==> src/rtl/axi_lite_ctrl_regs_if.sv <==
// -----------------------------------------------------------------------------
// axi_lite_ctrl_regs_if
// AXI4-Lite bus-A signal bundle between a bus master and the control-register
// slave. Clock and reset are plain ports on the modules.
//
// Parameters:
//   ADDR_W  address width
//   DATA_W  data width (32 or 64)
//
// Channels: AW (addr/valid/ready), W (data/strb/valid/ready),
//           B (resp/valid/ready), AR (addr/valid/ready),
//           R (data/resp/valid/ready).
// Modports: master drives requests, slave drives responses.
// -----------------------------------------------------------------------------
interface axi_lite_ctrl_regs_if #(
    parameter int ADDR_W = 32,
    parameter int DATA_W = 32
);
    logic [ADDR_W-1:0]   s_axi_BUS_A_AWADDR;
    logic                s_axi_BUS_A_AWVALID;
    logic                s_axi_BUS_A_AWREADY;
    logic [DATA_W-1:0]   s_axi_BUS_A_WDATA;
    logic [DATA_W/8-1:0] s_axi_BUS_A_WSTRB;
    logic                s_axi_BUS_A_WVALID;
    logic                s_axi_BUS_A_WREADY;
    logic [1:0]          s_axi_BUS_A_BRESP;
    logic                s_axi_BUS_A_BVALID;
    logic                s_axi_BUS_A_BREADY;
    logic [ADDR_W-1:0]   s_axi_BUS_A_ARADDR;
    logic                s_axi_BUS_A_ARVALID;
    logic                s_axi_BUS_A_ARREADY;
    logic [DATA_W-1:0]   s_axi_BUS_A_RDATA;
    logic [1:0]          s_axi_BUS_A_RRESP;
    logic                s_axi_BUS_A_RVALID;
    logic                s_axi_BUS_A_RREADY;

    modport master (
        output s_axi_BUS_A_AWADDR, s_axi_BUS_A_AWVALID,
        input  s_axi_BUS_A_AWREADY,
        output s_axi_BUS_A_WDATA, s_axi_BUS_A_WSTRB, s_axi_BUS_A_WVALID,
        input  s_axi_BUS_A_WREADY,
        input  s_axi_BUS_A_BRESP, s_axi_BUS_A_BVALID,
        output s_axi_BUS_A_BREADY,
        output s_axi_BUS_A_ARADDR, s_axi_BUS_A_ARVALID,
        input  s_axi_BUS_A_ARREADY,
        input  s_axi_BUS_A_RDATA, s_axi_BUS_A_RRESP, s_axi_BUS_A_RVALID,
        output s_axi_BUS_A_RREADY
    );

    modport slave (
        input  s_axi_BUS_A_AWADDR, s_axi_BUS_A_AWVALID,
        output s_axi_BUS_A_AWREADY,
        input  s_axi_BUS_A_WDATA, s_axi_BUS_A_WSTRB, s_axi_BUS_A_WVALID,
        output s_axi_BUS_A_WREADY,
        output s_axi_BUS_A_BRESP, s_axi_BUS_A_BVALID,
        input  s_axi_BUS_A_BREADY,
        input  s_axi_BUS_A_ARADDR, s_axi_BUS_A_ARVALID,
        output s_axi_BUS_A_ARREADY,
        output s_axi_BUS_A_RDATA, s_axi_BUS_A_RRESP, s_axi_BUS_A_RVALID,
        input  s_axi_BUS_A_RREADY
    );
endinterface

==> src/rtl/axi_lite_ctrl_regs.sv <==
// -----------------------------------------------------------------------------
// axi_lite_ctrl_regs
// AXI4-Lite slave control block for an accelerator core: ap_start/done/idle/
// ready handshake with optional auto-restart, N_ARGS argument registers and a
// small interrupt controller (GIE / IER / toggle-on-write ISR).
//
// Register map (index = address >> log2(DATA_WIDTH/8)):
//   0 CTRL : b0 ap_start (W1S), b1 done (COR), b2 idle (live), b3 ready (COR),
//            b7 auto_restart
//   1 GIE  : b0
//   2 IER  : b0 done source, b1 ready source
//   3 ISR  : b[1:0], write 1 toggles
//   4+i    : ARG i
//   other  : SLVERR, reads return 0
//
// Ports:
//   s_axi_BUS_A_ACLK     clock, rising edge
//   s_axi_BUS_A_ARESETN  asynchronous active-low reset
//   bus                  AXI4-Lite slave modport (axi_lite_ctrl_regs_if)
//   ap_start             start request to core
//   ap_done / ap_ready   one-cycle pulses from core
//   ap_idle              core idle level
//   args                 argument i at [i*DATA_WIDTH +: DATA_WIDTH]
//   interrupt            registered active-high interrupt
//
// Build option: define AXI_CTRL_WSTRB_EN to make WSTRB gate byte lanes on all
// writable registers; without it every write updates the full word.
// -----------------------------------------------------------------------------
module axi_lite_ctrl_regs #(
    parameter int C_S_AXI_BUS_A_ADDR_WIDTH = 32,
    parameter int C_S_AXI_BUS_A_DATA_WIDTH = 32,
    parameter int N_ARGS                   = 4
) (
    input  logic                                  s_axi_BUS_A_ACLK,
    input  logic                                  s_axi_BUS_A_ARESETN,
    axi_lite_ctrl_regs_if.slave                   bus,
    output logic                                  ap_start,
    input  logic                                  ap_done,
    input  logic                                  ap_idle,
    input  logic                                  ap_ready,
    output logic [N_ARGS*C_S_AXI_BUS_A_DATA_WIDTH-1:0] args,
    output logic                                  interrupt
);
    localparam int AW       = C_S_AXI_BUS_A_ADDR_WIDTH;
    localparam int DW       = C_S_AXI_BUS_A_DATA_WIDTH;
    localparam int SW       = DW / 8;
    localparam int ADDR_LSB = $clog2(SW);
    localparam int IDX_W    = AW - ADDR_LSB;
    localparam logic [IDX_W-1:0] NREG = IDX_W'(4 + N_ARGS);

    localparam logic [1:0] RESP_OKAY   = 2'b00;
    localparam logic [1:0] RESP_SLVERR = 2'b10;

`ifdef AXI_CTRL_WSTRB_EN
    localparam logic STRB_EN = 1'b1;
`else
    localparam logic STRB_EN = 1'b0;
`endif

    // Byte-lane write mask; all ones when strobes are not honoured.
    function automatic logic [DW-1:0] strb_mask(input logic [SW-1:0] strb);
        logic [DW-1:0] m;
        for (int b = 0; b < SW; b++) begin
            m[b*8 +: 8] = {8{strb[b] | ~STRB_EN}};
        end
        return m;
    endfunction

    typedef enum logic [1:0] {WIDLE, WDATA, WRESP} wstate_e;
    typedef enum logic       {RIDLE, RDATA}        rstate_e;

    wstate_e           wstate_q, wstate_d;
    rstate_e           rstate_q, rstate_d;
    logic [AW-1:0]     waddr_q, waddr_d;
    logic [1:0]        bresp_q, bresp_d;
    logic [DW-1:0]     rdata_q, rdata_d;
    logic [1:0]        rresp_q, rresp_d;

    logic              start_q, start_d;
    logic              done_q, done_d;
    logic              ready_q, ready_d;
    logic              auto_q, auto_d;
    logic              gie_q, gie_d;
    logic [1:0]        ier_q, ier_d;
    logic [1:0]        isr_q, isr_d;
    logic              irq_q, irq_d;
    logic [DW-1:0]     arg_q [N_ARGS];
    logic [DW-1:0]     arg_d [N_ARGS];

    logic              w_commit;
    logic              ar_hs;
    logic [IDX_W-1:0]  widx;
    logic [IDX_W-1:0]  ridx;
    logic [DW-1:0]     wmask;
    logic [DW-1:0]     wnew;
    logic [DW-1:0]     rd_val;
    logic              rd_mapped;

    logic              unused_addr_lsbs;
    assign unused_addr_lsbs = ^{waddr_q[ADDR_LSB-1:0], bus.s_axi_BUS_A_ARADDR[ADDR_LSB-1:0]};

    assign widx  = waddr_q[AW-1:ADDR_LSB];
    assign ridx  = bus.s_axi_BUS_A_ARADDR[AW-1:ADDR_LSB];
    assign wmask = strb_mask(bus.s_axi_BUS_A_WSTRB);
    assign wnew  = bus.s_axi_BUS_A_WDATA & wmask;

    // Write channel FSM
    always_comb begin
        wstate_d                 = wstate_q;
        waddr_d                  = waddr_q;
        bresp_d                  = bresp_q;
        w_commit                 = 1'b0;
        bus.s_axi_BUS_A_AWREADY  = 1'b0;
        bus.s_axi_BUS_A_WREADY   = 1'b0;
        bus.s_axi_BUS_A_BVALID   = 1'b0;
        case (wstate_q)
            WIDLE: begin
                bus.s_axi_BUS_A_AWREADY = 1'b1;
                if (bus.s_axi_BUS_A_AWVALID) begin
                    waddr_d  = bus.s_axi_BUS_A_AWADDR;
                    wstate_d = WDATA;
                end
            end
            WDATA: begin
                bus.s_axi_BUS_A_WREADY = 1'b1;
                if (bus.s_axi_BUS_A_WVALID) begin
                    w_commit = 1'b1;
                    bresp_d  = (widx < NREG) ? RESP_OKAY : RESP_SLVERR;
                    wstate_d = WRESP;
                end
            end
            WRESP: begin
                bus.s_axi_BUS_A_BVALID = 1'b1;
                if (bus.s_axi_BUS_A_BREADY) wstate_d = WIDLE;
            end
            default: wstate_d = WIDLE;
        endcase
    end

    // Read data mux, sampled only on the AR handshake (pre-write values)
    always_comb begin
        rd_val    = '0;
        rd_mapped = (ridx < NREG);
        if (ridx == IDX_W'(0))
            rd_val[7:0] = {auto_q, 3'b000, ready_q, ap_idle, done_q, start_q};
        else if (ridx == IDX_W'(1))
            rd_val[0] = gie_q;
        else if (ridx == IDX_W'(2))
            rd_val[1:0] = ier_q;
        else if (ridx == IDX_W'(3))
            rd_val[1:0] = isr_q;
        for (int i = 0; i < N_ARGS; i++) begin
            if (ridx == IDX_W'(4 + i)) rd_val = arg_q[i];
        end
    end

    // Read channel FSM
    always_comb begin
        rstate_d                = rstate_q;
        rdata_d                 = rdata_q;
        rresp_d                 = rresp_q;
        ar_hs                   = 1'b0;
        bus.s_axi_BUS_A_ARREADY = 1'b0;
        bus.s_axi_BUS_A_RVALID  = 1'b0;
        case (rstate_q)
            RIDLE: begin
                bus.s_axi_BUS_A_ARREADY = 1'b1;
                if (bus.s_axi_BUS_A_ARVALID) begin
                    ar_hs    = 1'b1;
                    rdata_d  = rd_val;
                    rresp_d  = rd_mapped ? RESP_OKAY : RESP_SLVERR;
                    rstate_d = RDATA;
                end
            end
            RDATA: begin
                bus.s_axi_BUS_A_RVALID = 1'b1;
                if (bus.s_axi_BUS_A_RREADY) rstate_d = RIDLE;
            end
            default: rstate_d = RIDLE;
        endcase
    end

    // Register file and core handshake next state
    always_comb begin
        logic wr_ctrl;
        logic [1:0] toggle;
        wr_ctrl = w_commit && (widx == IDX_W'(0));
        toggle  = '0;
        start_d = start_q;
        auto_d  = auto_q;
        gie_d   = gie_q;
        ier_d   = ier_q;

        if (wr_ctrl && wmask[7]) auto_d = bus.s_axi_BUS_A_WDATA[7];
        if (w_commit && widx == IDX_W'(1) && wmask[0]) gie_d = bus.s_axi_BUS_A_WDATA[0];
        if (w_commit && widx == IDX_W'(2)) begin
            if (wmask[0]) ier_d[0] = bus.s_axi_BUS_A_WDATA[0];
            if (wmask[1]) ier_d[1] = bus.s_axi_BUS_A_WDATA[1];
        end
        if (w_commit && widx == IDX_W'(3)) toggle = wnew[1:0];

        // Later assignments win: a CTRL write of 1 overrides a same-cycle clear.
        if (ap_ready && !auto_q) start_d = 1'b0;
        if (ap_done && auto_q)   start_d = 1'b1;
        if (wr_ctrl && wnew[0])  start_d = 1'b1;

        // Clear-on-read first so a coincident event keeps the bit set.
        done_d  = (ar_hs && ridx == IDX_W'(0)) ? 1'b0 : done_q;
        ready_d = (ar_hs && ridx == IDX_W'(0)) ? 1'b0 : ready_q;
        if (ap_done)  done_d  = 1'b1;
        if (ap_ready) ready_d = 1'b1;

        isr_d = (isr_q ^ toggle) | ({ap_ready, ap_done} & ier_q);
        irq_d = gie_q & |(isr_q & ier_q);

        for (int i = 0; i < N_ARGS; i++) begin
            arg_d[i] = arg_q[i];
            if (w_commit && widx == IDX_W'(4 + i))
                arg_d[i] = (arg_q[i] & ~wmask) | wnew;
        end
    end

    always_ff @(posedge s_axi_BUS_A_ACLK or negedge s_axi_BUS_A_ARESETN) begin
        if (!s_axi_BUS_A_ARESETN) begin
            wstate_q <= WIDLE;
            rstate_q <= RIDLE;
            waddr_q  <= '0;
            bresp_q  <= '0;
            rdata_q  <= '0;
            rresp_q  <= '0;
            start_q  <= 1'b0;
            done_q   <= 1'b0;
            ready_q  <= 1'b0;
            auto_q   <= 1'b0;
            gie_q    <= 1'b0;
            ier_q    <= '0;
            isr_q    <= '0;
            irq_q    <= 1'b0;
            for (int i = 0; i < N_ARGS; i++) arg_q[i] <= '0;
        end else begin
            wstate_q <= wstate_d;
            rstate_q <= rstate_d;
            waddr_q  <= waddr_d;
            bresp_q  <= bresp_d;
            rdata_q  <= rdata_d;
            rresp_q  <= rresp_d;
            start_q  <= start_d;
            done_q   <= done_d;
            ready_q  <= ready_d;
            auto_q   <= auto_d;
            gie_q    <= gie_d;
            ier_q    <= ier_d;
            isr_q    <= isr_d;
            irq_q    <= irq_d;
            for (int i = 0; i < N_ARGS; i++) arg_q[i] <= arg_d[i];
        end
    end

    always_comb begin
        for (int i = 0; i < N_ARGS; i++) args[i*DW +: DW] = arg_q[i];
    end

    assign bus.s_axi_BUS_A_BRESP = bresp_q;
    assign bus.s_axi_BUS_A_RDATA = rdata_q;
    assign bus.s_axi_BUS_A_RRESP = rresp_q;
    assign ap_start              = start_q;
    assign interrupt             = irq_q;

endmodule
==> src/flat_wrapper.sv <==
// flat-port wrapper written by rule: the top's interface ports become plain ports
module axi_lite_ctrl_regs_flat 
#(
    parameter int C_S_AXI_BUS_A_ADDR_WIDTH = 32,
    parameter int C_S_AXI_BUS_A_DATA_WIDTH = 32,
    parameter int N_ARGS                   = 4
)
  (s_axi_BUS_A_ACLK, s_axi_BUS_A_ARESETN, ap_start, ap_done, ap_idle, ap_ready, args, interrupt, bus_s_axi_BUS_A_AWADDR, bus_s_axi_BUS_A_AWVALID, bus_s_axi_BUS_A_AWREADY, bus_s_axi_BUS_A_WDATA, bus_s_axi_BUS_A_WSTRB, bus_s_axi_BUS_A_WVALID, bus_s_axi_BUS_A_WREADY, bus_s_axi_BUS_A_BRESP, bus_s_axi_BUS_A_BVALID, bus_s_axi_BUS_A_BREADY, bus_s_axi_BUS_A_ARADDR, bus_s_axi_BUS_A_ARVALID, bus_s_axi_BUS_A_ARREADY, bus_s_axi_BUS_A_RDATA, bus_s_axi_BUS_A_RRESP, bus_s_axi_BUS_A_RVALID, bus_s_axi_BUS_A_RREADY);
  axi_lite_ctrl_regs_if bus_i ();
  input  logic s_axi_BUS_A_ACLK;
  input  logic s_axi_BUS_A_ARESETN;
  output logic ap_start;
  input  logic ap_done;
  input  logic ap_idle;
  input  logic ap_ready;
  output logic [N_ARGS*C_S_AXI_BUS_A_DATA_WIDTH-1:0] args;
  output logic interrupt;
  input wire logic [$bits(bus_i.s_axi_BUS_A_AWADDR)-1:0] bus_s_axi_BUS_A_AWADDR;
  input wire logic [$bits(bus_i.s_axi_BUS_A_AWVALID)-1:0] bus_s_axi_BUS_A_AWVALID;
  output wire logic [$bits(bus_i.s_axi_BUS_A_AWREADY)-1:0] bus_s_axi_BUS_A_AWREADY;
  input wire logic [$bits(bus_i.s_axi_BUS_A_WDATA)-1:0] bus_s_axi_BUS_A_WDATA;
  input wire logic [$bits(bus_i.s_axi_BUS_A_WSTRB)-1:0] bus_s_axi_BUS_A_WSTRB;
  input wire logic [$bits(bus_i.s_axi_BUS_A_WVALID)-1:0] bus_s_axi_BUS_A_WVALID;
  output wire logic [$bits(bus_i.s_axi_BUS_A_WREADY)-1:0] bus_s_axi_BUS_A_WREADY;
  output wire logic [$bits(bus_i.s_axi_BUS_A_BRESP)-1:0] bus_s_axi_BUS_A_BRESP;
  output wire logic [$bits(bus_i.s_axi_BUS_A_BVALID)-1:0] bus_s_axi_BUS_A_BVALID;
  input wire logic [$bits(bus_i.s_axi_BUS_A_BREADY)-1:0] bus_s_axi_BUS_A_BREADY;
  input wire logic [$bits(bus_i.s_axi_BUS_A_ARADDR)-1:0] bus_s_axi_BUS_A_ARADDR;
  input wire logic [$bits(bus_i.s_axi_BUS_A_ARVALID)-1:0] bus_s_axi_BUS_A_ARVALID;
  output wire logic [$bits(bus_i.s_axi_BUS_A_ARREADY)-1:0] bus_s_axi_BUS_A_ARREADY;
  output wire logic [$bits(bus_i.s_axi_BUS_A_RDATA)-1:0] bus_s_axi_BUS_A_RDATA;
  output wire logic [$bits(bus_i.s_axi_BUS_A_RRESP)-1:0] bus_s_axi_BUS_A_RRESP;
  output wire logic [$bits(bus_i.s_axi_BUS_A_RVALID)-1:0] bus_s_axi_BUS_A_RVALID;
  input wire logic [$bits(bus_i.s_axi_BUS_A_RREADY)-1:0] bus_s_axi_BUS_A_RREADY;
  assign bus_i.s_axi_BUS_A_AWADDR = bus_s_axi_BUS_A_AWADDR;
  assign bus_i.s_axi_BUS_A_AWVALID = bus_s_axi_BUS_A_AWVALID;
  assign bus_s_axi_BUS_A_AWREADY = bus_i.s_axi_BUS_A_AWREADY;
  assign bus_i.s_axi_BUS_A_WDATA = bus_s_axi_BUS_A_WDATA;
  assign bus_i.s_axi_BUS_A_WSTRB = bus_s_axi_BUS_A_WSTRB;
  assign bus_i.s_axi_BUS_A_WVALID = bus_s_axi_BUS_A_WVALID;
  assign bus_s_axi_BUS_A_WREADY = bus_i.s_axi_BUS_A_WREADY;
  assign bus_s_axi_BUS_A_BRESP = bus_i.s_axi_BUS_A_BRESP;
  assign bus_s_axi_BUS_A_BVALID = bus_i.s_axi_BUS_A_BVALID;
  assign bus_i.s_axi_BUS_A_BREADY = bus_s_axi_BUS_A_BREADY;
  assign bus_i.s_axi_BUS_A_ARADDR = bus_s_axi_BUS_A_ARADDR;
  assign bus_i.s_axi_BUS_A_ARVALID = bus_s_axi_BUS_A_ARVALID;
  assign bus_s_axi_BUS_A_ARREADY = bus_i.s_axi_BUS_A_ARREADY;
  assign bus_s_axi_BUS_A_RDATA = bus_i.s_axi_BUS_A_RDATA;
  assign bus_s_axi_BUS_A_RRESP = bus_i.s_axi_BUS_A_RRESP;
  assign bus_s_axi_BUS_A_RVALID = bus_i.s_axi_BUS_A_RVALID;
  assign bus_i.s_axi_BUS_A_RREADY = bus_s_axi_BUS_A_RREADY;
  axi_lite_ctrl_regs #(.C_S_AXI_BUS_A_ADDR_WIDTH(C_S_AXI_BUS_A_ADDR_WIDTH), .C_S_AXI_BUS_A_DATA_WIDTH(C_S_AXI_BUS_A_DATA_WIDTH), .N_ARGS(N_ARGS)) u_core (.s_axi_BUS_A_ACLK(s_axi_BUS_A_ACLK), .s_axi_BUS_A_ARESETN(s_axi_BUS_A_ARESETN), .bus(bus_i), .ap_start(ap_start), .ap_done(ap_done), .ap_idle(ap_idle), .ap_ready(ap_ready), .args(args), .interrupt(interrupt));
endmodule
==> config.mk <==
export PLATFORM = sky130hd
export DESIGN_NAME = axi_lite_ctrl_regs_flat
export DESIGN_NICKNAME = d
export VERILOG_FILES = /design/src/rtl/axi_lite_ctrl_regs_if.sv /design/src/rtl/axi_lite_ctrl_regs.sv /design/src/flat_wrapper.sv
export SDC_FILE = /design/constraint.sdc
export NUM_CORES = 1
export LEC_CHECK = 0
export BUFFER_PORTS_ARGS = -buffer_cell sky130_fd_sc_hd__buf_2
export CAP_MARGIN = 40
export CORE_MARGIN = 5
export CORE_UTILIZATION = 43
export DETAILED_ROUTE_END_ITERATION = 6
export PLACE_DENSITY = 0.69
export SLEW_MARGIN = 20
export SYNTH_ARGS = -nofsm -noshare
export SYNTH_HDL_FRONTEND = slang
export SYNTH_SLANG_ARGS = --single-unit
==> constraint.sdc <==
create_clock -name s_axi_BUS_A_ACLK -period 3.3 [get_ports s_axi_BUS_A_ACLK]
set_input_delay 0.33 -clock s_axi_BUS_A_ACLK [delete_from_list [all_inputs] [get_ports s_axi_BUS_A_ACLK]]
set_output_delay 0.33 -clock s_axi_BUS_A_ACLK [all_outputs]
set_load 0.005 [all_outputs]
; Word-level counts from Yosys, hierarchy flattened
; Index checks and enable logic that the tools add are counted.
[classes]
magnitude_cmp = 2
muxes = 34
n_reduce_logical = 24
bitwise_logic = 6
n_eq_ne = 19
[op_table]
columns = operator, n
row1 = $eq A30 B3 Y1 const B, 8
row2 = $mux W32, 4
row3 = $eq A30 B2 Y1 const B, 4
row4 = $eq A30 B1 Y1 const B, 2
row5 = $logic_not A30 Y1, 2
row6 = $lt A30 B4 Y1 const B, 2
row7 = $mux W1, 18
row8 = $mux W2, 9
row9 = $logic_and A1 B1 Y1, 12
row10 = $mux W6, 1
row11 = $ne A2 B2 Y1 const B, 3
row12 = $pmux W2 S3, 1
row13 = $reduce_and A2 Y1, 3
row14 = $and A2 B2 Y2, 2
row15 = $reduce_bool A2 Y1, 2
row16 = $reduce_and A3 Y1, 1
row17 = $reduce_bool A3 Y1, 1
row18 = $eq A2 B1 Y1 const B, 1
row19 = $eq A2 B2 Y1 const B, 1
row20 = $logic_not A2 Y1, 1
row21 = $or A2 B2 Y2, 1
row22 = $pmux W1 S2, 1
row23 = $reduce_or A2 Y1, 1
row24 = $xor A2 B2 Y2, 1
row25 = other kinds (3), 3
[word_totals]
in_bits = 110
elab_cells = 103
ff_bits = 209
output_inout_bits = 171

; Depth between registers and ports, before layout
; Gate-level depths: netlist (run 1).
[depth]
depth_word = 9
depth_mapped = 6
mapped_depth_nobuf = 4

; Worst setup path before layout (run 1)
; No wires, ideal clock.
[synth_path]
kind = reg2reg
from = register u_core.waddr_q[29]
to = register u_core.arg_q, in the netlist u_core.args[10]
path_stages_with_launch = 7
path_buffers = 2
t_arrival_ps = 1906
path_slack_ps = 1267
setup_ps = 128
synth_period_minus_slack_ps = 2033
required_ps = 3172
cell_sequence = dfrtp_1 > nor4_1 > nand4_1 > buf_2 > nor4_4 > buf_4 > mux2_1
[synth_via]
elab_chain_cells = 2
[synth_rtl]
columns = item, line_no
row1 = from (decl), axi_lite_ctrl_regs.sv:74  ; logic [AW-1:0] waddr_q, waddr_d;
row2 = from (signal assigned), axi_lite_ctrl_regs.sv:243  ; waddr_q <= waddr_d;
row3 = $eq A30 B3 Y1, axi_lite_ctrl_regs.sv:218  ; if (w_commit && widx == IDX_W'(4 + i))
row4 = $logic_and A1 B1 Y1, axi_lite_ctrl_regs.sv:218
row5 = to (decl), axi_lite_ctrl_regs.sv:87  ; logic [DW-1:0] arg_q [N_ARGS];
; Every way passes these cells.
; A chain may end at the register's enable or synchronous reset.

; Worst setup path after layout (run 1)
[layout_path]
from = register u_core.waddr_q[20]
to = register u_core.arg_q, in the netlist u_core.args[55]
; The elaborated chain is that of the path after synthesis.

==> run_results.csv, run 1 <==
group,metric,value,unit
sta,rsz0062_at_grt,"false",
clock_network,cts-resized-gates,0,
detailed_routing,ant_nets,0,
pwr,p_switching,1.43,mW
place,gp_congestion,0.802,
floorplan,pin_count,281,
min_path,min_from,"bus_s_axi_BUS_A_RREADY",
grt,grt_max_degree,102,
detailed_routing,wl_met1,10200,µm
clock_network,cts.reportedPaths.clkPinSlew,0.06,ns
detailed_routing,top_layer,"met5",
detailed_routing,vias_per_cell,5.31,
logic_synthesis,synth_most_common_cell,"dfrtp_1",
clock_network,post_cts_buffers,0,
critical_path,critPathBufInv,2,
logic_synthesis,async_flop_share,1.00,
critical_path,cp_slowest_cell,"buf_4",
critical_path,cpLargestDelayFamily,"simple AND/OR/NAND/NOR gates",
sta,hold_viol,0,
logic_synthesis,yosysUniqueCellTypes,40,
grt,overflow,0,
pwr,powerDensity,523,nW/µm²
min_path,hold_path.class,"primary input to flip-flop",
sta,finalSetupViolations,0,
logic_synthesis,yosysWarningCount,0,
clock_network,clock_latency,0.50,ns
pwr,swShare,0.242,
critical_path,crit_fanout,19,
critical_path,ff2ff_path_depth,6,
sta,finClkSkew,0.00942,ns
detailed_routing,wl_met2,11700,µm
logic_synthesis,synth_edf_count,0,
logic_synthesis,synthFlopType,"dfrtp_1",
logic_synthesis,synth.area.top_cells,"dfrtp_1, mux2_2, mux2_1, mux4_2, nand2_1",
critical_path,slowest_delay,0.39,ns
sta,period_share,0.692,
detailed_routing,wire_per_inst,20.4,µm
critical_path,critPathArrivalTime,2.65,ns
clock_network,htreeDepth,1,
pwr,pwr-share-clk,0.416,
clock_network,cts-buffers-inserted,23,
place,portBuffers,270,
cells_and_area,multi_input_area,3530,µm²
clock_network,clock_path_buffers,3,
floorplan,die_y,153,µm
pwr,comb_power_share,0.104,
cells_and_area,final_layout_size_suffix_gt1_frac,0.501,
cells_and_area,final_nets,1017,
critical_path,crit_path_end,"u_core.args[55]",
logic_synthesis,synth_seq_cells,205,
critical_path,path_common_cell,"buf_4",
logic_synthesis,synth.largest_area_cell,"dfrtp_1",
grt,grt_pass1_wl,38700,µm
critical_path,worstSetupStartpointType,"flip-flop",
floorplan,core_area,20200,µm²
sta,tns,0,ns
detailed_routing,via_count,6326,
flow_run,maxCapViolCount,0,
floorplan,initial_utilization,0.437,
clock_network,cts_tree,"built",
logic_synthesis,ys_seq_area_frac,0.580,
clock_network,cts_hold_buffers,1,
place,post-place-ws,1.01,ns
sta,fin_ws,1.02,ns
cells_and_area,nFillCells,1708,
place,dp_cells,1150,
cells_and_area,ff_latch_area,5130,µm²
critical_path,end_kind,"flip-flop",
pwr,p_leak,5.92,nW
critical_path,worstPathRequired,3.67,ns
place,hpwl,17000,µm
critical_path,reg2reg_from,"u_core.waddr_q[20]",
logic_synthesis,syn-instance-count,626,
sta,maxSlewHeadroom,0.493,
critical_path,crit_chain,"nor4_1 -> nand4_1 -> buf_4 -> nor4_4 -> buf_4 -> mux2_1",
logic_synthesis,synth_top_area_share,0.580,
pwr,peakVddDrop,0.000377,V
sta,fin_crit,2.28,ns
detailed_routing,drc,0,
clock_network,root_buffer,"clkbuf_16",
floorplan,dieArea,23600,µm²
clock_network,cts_sinks,205,
grt,grt_use_total,0.204,
outcome,status,"completed",
logic_synthesis,netlist_area,8850,µm²
critical_path,critPathLaunch,"u_core.waddr_q[20]",
critical_path,reg2reg_slack,1.02,ns
critical_path,worstSetupPathType,"flip-flop to flip-flop",
detailed_routing,dr.pass1.iters,4,
grt,grt_pass1_vias,6722,
detailed_routing,drtIter0Drc,297,
pwr,seqPwrFrac,0.479,
detailed_routing,drt_wl_total,24400,µm
grt,antenna_found_initial,2,
logic_synthesis,synth_common_cells,"dfrtp_1, mux2_2, mux2_1, nand2_1, o21ai_0",
critical_path,regToRegEndpoint,"u_core.args[55]",
pwr,internal_power,4.50,mW
sta,fmax,0.438,GHz
floorplan,rows,52,
logic_synthesis,avgSynthCellArea,14.1,µm²
floorplan,die_w,153,µm
sta,worst_pin_slew,0.761,ns
cells_and_area,fin_cells,1192,
detailed_routing,routed-wl-met3,1930,µm
cells_and_area,area_growth,28.2,%
sta,drv_slew,0,
critical_path,cp.depth,6,
## area by class of cell
type | instances | area share
Clock inverter | 5 | 0.00463
Timing Repair Buffer | 294 | 0.141
Multi-Input combinational cell | 376 | 0.311
Sequential cell | 205 | 0.452
Inverter | 7 | 0.00231
Antenna cell | 1 | 0.000220
Tap cell | 270 | 0.0298
Clock buffer | 34 | 0.0596
## per-stage QoR
step	util	total power, mW	instance area [µm²]	hold slack, ns
after floorplan	-	3.21	8860	0.0344
after global placement	0.522	3.48	10600	0.456
after detailed placement	0.523	3.51	10600	0.462
after CTS	0.559	5.99	11300	0.000992
after global routing	0.561	6.20	11400	0.00729
final	0.561	5.93	11400	0.0329
## state kept, by name, summed over array words and instances, names as in the netlist
name and cells:
u_core.gie_q 1, u_core.bus.s_axi_BUS_A_BRESP 1, u_core.bus.s_axi_BUS_A_RDATA 32, u_core.waddr_q 30
u_core.ier_q 2, u_core.args 128, u_core.wstate_q 2, u_core.ready_q 1
u_core.ap_start 1, u_core.auto_q 1, u_core.isr_q 2, u_core.interrupt 1
u_core.done_q 1, u_core.bus.s_axi_BUS_A_RRESP 1, u_core.rstate_q 1
## how the worst min path moves through the flow
stage / end / slack, ns / depth (start not counted)
after global placement: u_core.bus.s_axi_BUS_A_RDATA[17] / 0.46 / 2
after detailed placement: u_core.bus.s_axi_BUS_A_RDATA[3] / 0.46 / 2
after CTS: u_core.rstate_q / 0.001 / 2
after global routing: u_core.rstate_q / 0.007 / 2
after floorplan: u_core.ap_start / 0.03 / 0
final: u_core.rstate_q / 0.03 / 2
## per-layer routing
layer	up-vias	GRT usage
met5	-	0
met4	2	0.0484
met3	42	0.0557
met2	225	0.340
met1	3216	0.267
li1	2841	-
## power groups by stage
| stage | Clock (mW) | Combinational [mW] | Sequential, mW |
|---|---|---|---|
| after floorplan | 0 | 0.367 | 2.85 |
| after global placement | 0 | 0.602 | 2.88 |
| after detailed placement | 0 | 0.623 | 2.89 |
| after CTS | 2.52 | 0.626 | 2.84 |
| after global routing | 2.64 | 0.685 | 2.87 |
| final | 2.47 | 0.618 | 2.85 |
## placed cells by master, fill, tap and decap left out, types with 4 or more instances in the layout
cell / n
dfrtp_1: 205
nor4_4: 4
nand3_1: 8
mux2_2: 96
buf_4: 19
mux2i_1: 4
mux4_2: 29
nor4_1: 15
nand4_1: 5
nand3b_1: 6
mux2_1: 65
buf_2: 269
nand2_1: 65
clkbuf_16: 23
o31ai_1: 8
a21o_1: 4
clkbuf_1: 5
o21ai_0: 31
inv_1: 7
clkbuf_8: 7
## cells by family (layout without fill, tap and decap cells)
family                 after synthesis  after routing  share of synthesized area
DFF                                205            205                      0.580
muxes                              194            194                      0.283
and+or+nand+nor                    126            126                     0.0758
AOI/OAI and AO/OA                   54             54                     0.0368
buffers and inverters               46            340                     0.0245
other                                1              3                   0.000424
Power figures use the tool's default switching activity.
==> run 2: changes to the inputs <==
Settings changed: PLACE_DENSITY 0.69 to 0.72.
Clock period 3.3 ns to 1.9 ns, I/O delays scaled along.
==> run_results.csv, run 2 (synthesis gave the netlist of run 1 again) <==
group,metric,value,unit
min_path,min_from,"bus_s_axi_BUS_A_WVALID",
sta,period_share,1.11,
cells_and_area,utilization,0.652,
detailed_routing,vias_per_cell,5.37,
critical_path,reg2reg_slack,-0.22,ns
cells_and_area,stdcell_area,13200,µm²
pwr,powerDensity,800,nW/µm²
pwr,p_leak,6.57,nW
clock_network,clock_latency,0.50,ns
floorplan,rows,52,
min_path,hold_path.class,"primary input to flip-flop",
place,place_area,10800,µm²
critical_path,worstPathRequired,2.28,ns
grt,grt_use_total,0.228,
cells_and_area,area_growth,48.9,%
grt,grt_pass1_vias,7368,
floorplan,die_y,153,µm
grt,antenna_found_initial,0,
sta,fmax,0.473,GHz
floorplan,die_w,153,µm
floorplan,pin_count,281,
place,gp_congestion,0.790,
clock_network,clock_path_buffers,3,
sta,whs,0.0292,ns
critical_path,regToRegEndpoint,"u_core.args[55]",
detailed_routing,dr.pass1.iters,5,
clock_network,cts.reportedPaths.clkPinSlew,0.06,ns
cells_and_area,antenna_cells,0,
sta,worst_pin_slew,0.585,ns
critical_path,reg2reg_from,"u_core.waddr_q[19]",
critical_path,critPathBufInv,3,
floorplan,dieArea,23600,µm²
floorplan,core_area,20200,µm²
cells_and_area,final_cell_mix,"buf_2, dfrtp_1, mux2_4",
clock_network,cts-buffers-inserted,22,
sta,hold_viol,0,
clock_network,cts_sinks,205,
detailed_routing,via_count,6969,
cells_and_area,multi_input_area,4070,µm²
cells_and_area,nFillCells,1453,
outcome,violations,"setup timing",
critical_path,worstSetupPathType,"flip-flop to flip-flop",
critical_path,cpLargestDelayFamily,"simple AND/OR/NAND/NOR gates",
critical_path,crit_chain,"nor4_1 -> nand4_1 -> buf_6 -> nor4_4 -> buf_6 -> buf_12 -> mux2_4",
clock_network,htreeDepth,1,
detailed_routing,drc,0,
detailed_routing,ant_nets,0,
critical_path,cp_slowest_cell,"dfrtp_1",
sta,rsz0062_at_grt,"true",
critical_path,end_kind,"flip-flop",
detailed_routing,wire_per_inst,22.1,µm
pwr,peakVddDrop,0.000763,V
sta,maxSlewHeadroom,0.610,
critical_path,worstSetupStartpointType,"flip-flop",
place,dp_cells,1172,
critical_path,crit_fanout,8,
clock_network,cts_tree,"built",
grt,overflow,0,
min_path,whs_endpoint,"u_core.wstate_q[0]",
cells_and_area,ff_latch_area,5130,µm²
cells_and_area,fin_cells,1297,
sta,finalSetupViolations,133,
critical_path,path_common_cell,"buf_6",
place,portBuffers,270,
cells_and_area,final_layout_size_suffix_gt1_frac,0.563,
detailed_routing,drtIter0Drc,351,
critical_path,slowest_delay,0.39,ns
floorplan,initial_utilization,0.437,
outcome,status,"complete, but fails checks",
sta,drv_slew,0,
cells_and_area,largest_reg_flops,128,
critical_path,critPathArrivalTime,2.49,ns
detailed_routing,drt_wl_total,28700,µm
clock_network,root_buffer,"clkbuf_16",
cells_and_area,final_common_cell,"buf_2",
grt,grt_max_degree,57,
cells_and_area,final_nets,1121,
sta,fin_ws,-0.216,ns
flow_run,maxCapViolCount,0,
place,hpwl,17800,µm
critical_path,ff2ff_path_depth,7,
sta,finClkSkew,0.0117,ns
sta,fin_crit,2.12,ns
grt,grt_pass1_wl,43200,µm
pwr,finalPower,10.5,mW
min_path,holdPathStages,4,
==> run 2: metal layers <==
metal | up-vias | GRT usage | share of wire
li1 | 3068 | - | -
met1 | 3519 | 0.297 | 0.41
met2 | 340 | 0.388 | 0.49
met3 | 42 | 0.0577 | 0.091
met4 | 0 | 0.0475 | 0.018
met5 | - | 0 | 0
==> run 2: what timing repair did <==
action / 4_1_cts / 5_1_grt
resized for setup: 121 / 61
hold endpoints to repair: 199 / 0
setup buffers: 6 / 3
hold buffers: 65 / 0
pin swaps: 6 / 2
gates cloned: 5 / 7
setup endpoints to repair: 134 / 135
==> run 2: how the worst max path moves through the flow <==
stage,start,end,slack [ns],cells after the start
3_5_place_dp,u_core.waddr_q[20],u_core.args[87],-0.34,6
2_1_floorplan,u_core.waddr_q[15],u_core.args[10],-0.09,6
3_3_place_gp,u_core.waddr_q[20],u_core.args[123],-0.31,6
4_1_cts,u_core.waddr_q[24],u_core.args[33],-0.21,7
6_report,u_core.waddr_q[19],u_core.args[55],-0.22,7
5_1_grt,u_core.waddr_q[20],u_core.args[55],-0.30,7
==> run 2: layout make-up <==
type | count | area share
Tap cell | 270 | 0.0256
Timing Repair Buffer | 399 | 0.220
Clock inverter | 7 | 0.00313
Clock buffer | 33 | 0.0511
Multi-Input combinational cell | 376 | 0.309
Sequential cell | 205 | 0.389
Inverter | 7 | 0.00199
==> run 2: worst register-to-register path, stage by stage, from the launching register on <==
cell and delay, ns:
dfrtp_1 0.39, nor4_1 0.31, nand4_1 0.17, buf_6 0.18
nor4_4 0.27, buf_6 0.19, buf_12 0.16, mux2_4 0.33
==> run 2: power by group <==
| part | switching (mW) | leakage [nW] | internal (mW) |
|---|---|---|---|
| registers | 0.259 | 2.75 | 4.71 |
| clock network | 1.75 | 0.355 | 2.45 |
| logic | 0.653 | 3.46 | 0.720 |
| total | 2.66 | 6.57 | 7.88 |
==> run 2: through the flow <==
stage | setup TNS (ns) | worst slack (ns)
floorplan | -8.31 | -0.0912
global placement | -27.29 | -0.307
detailed placement | -30.76 | -0.341
CTS | -20.42 | -0.208
global route | -34.63 | -0.297
finish | -22.71 | -0.216
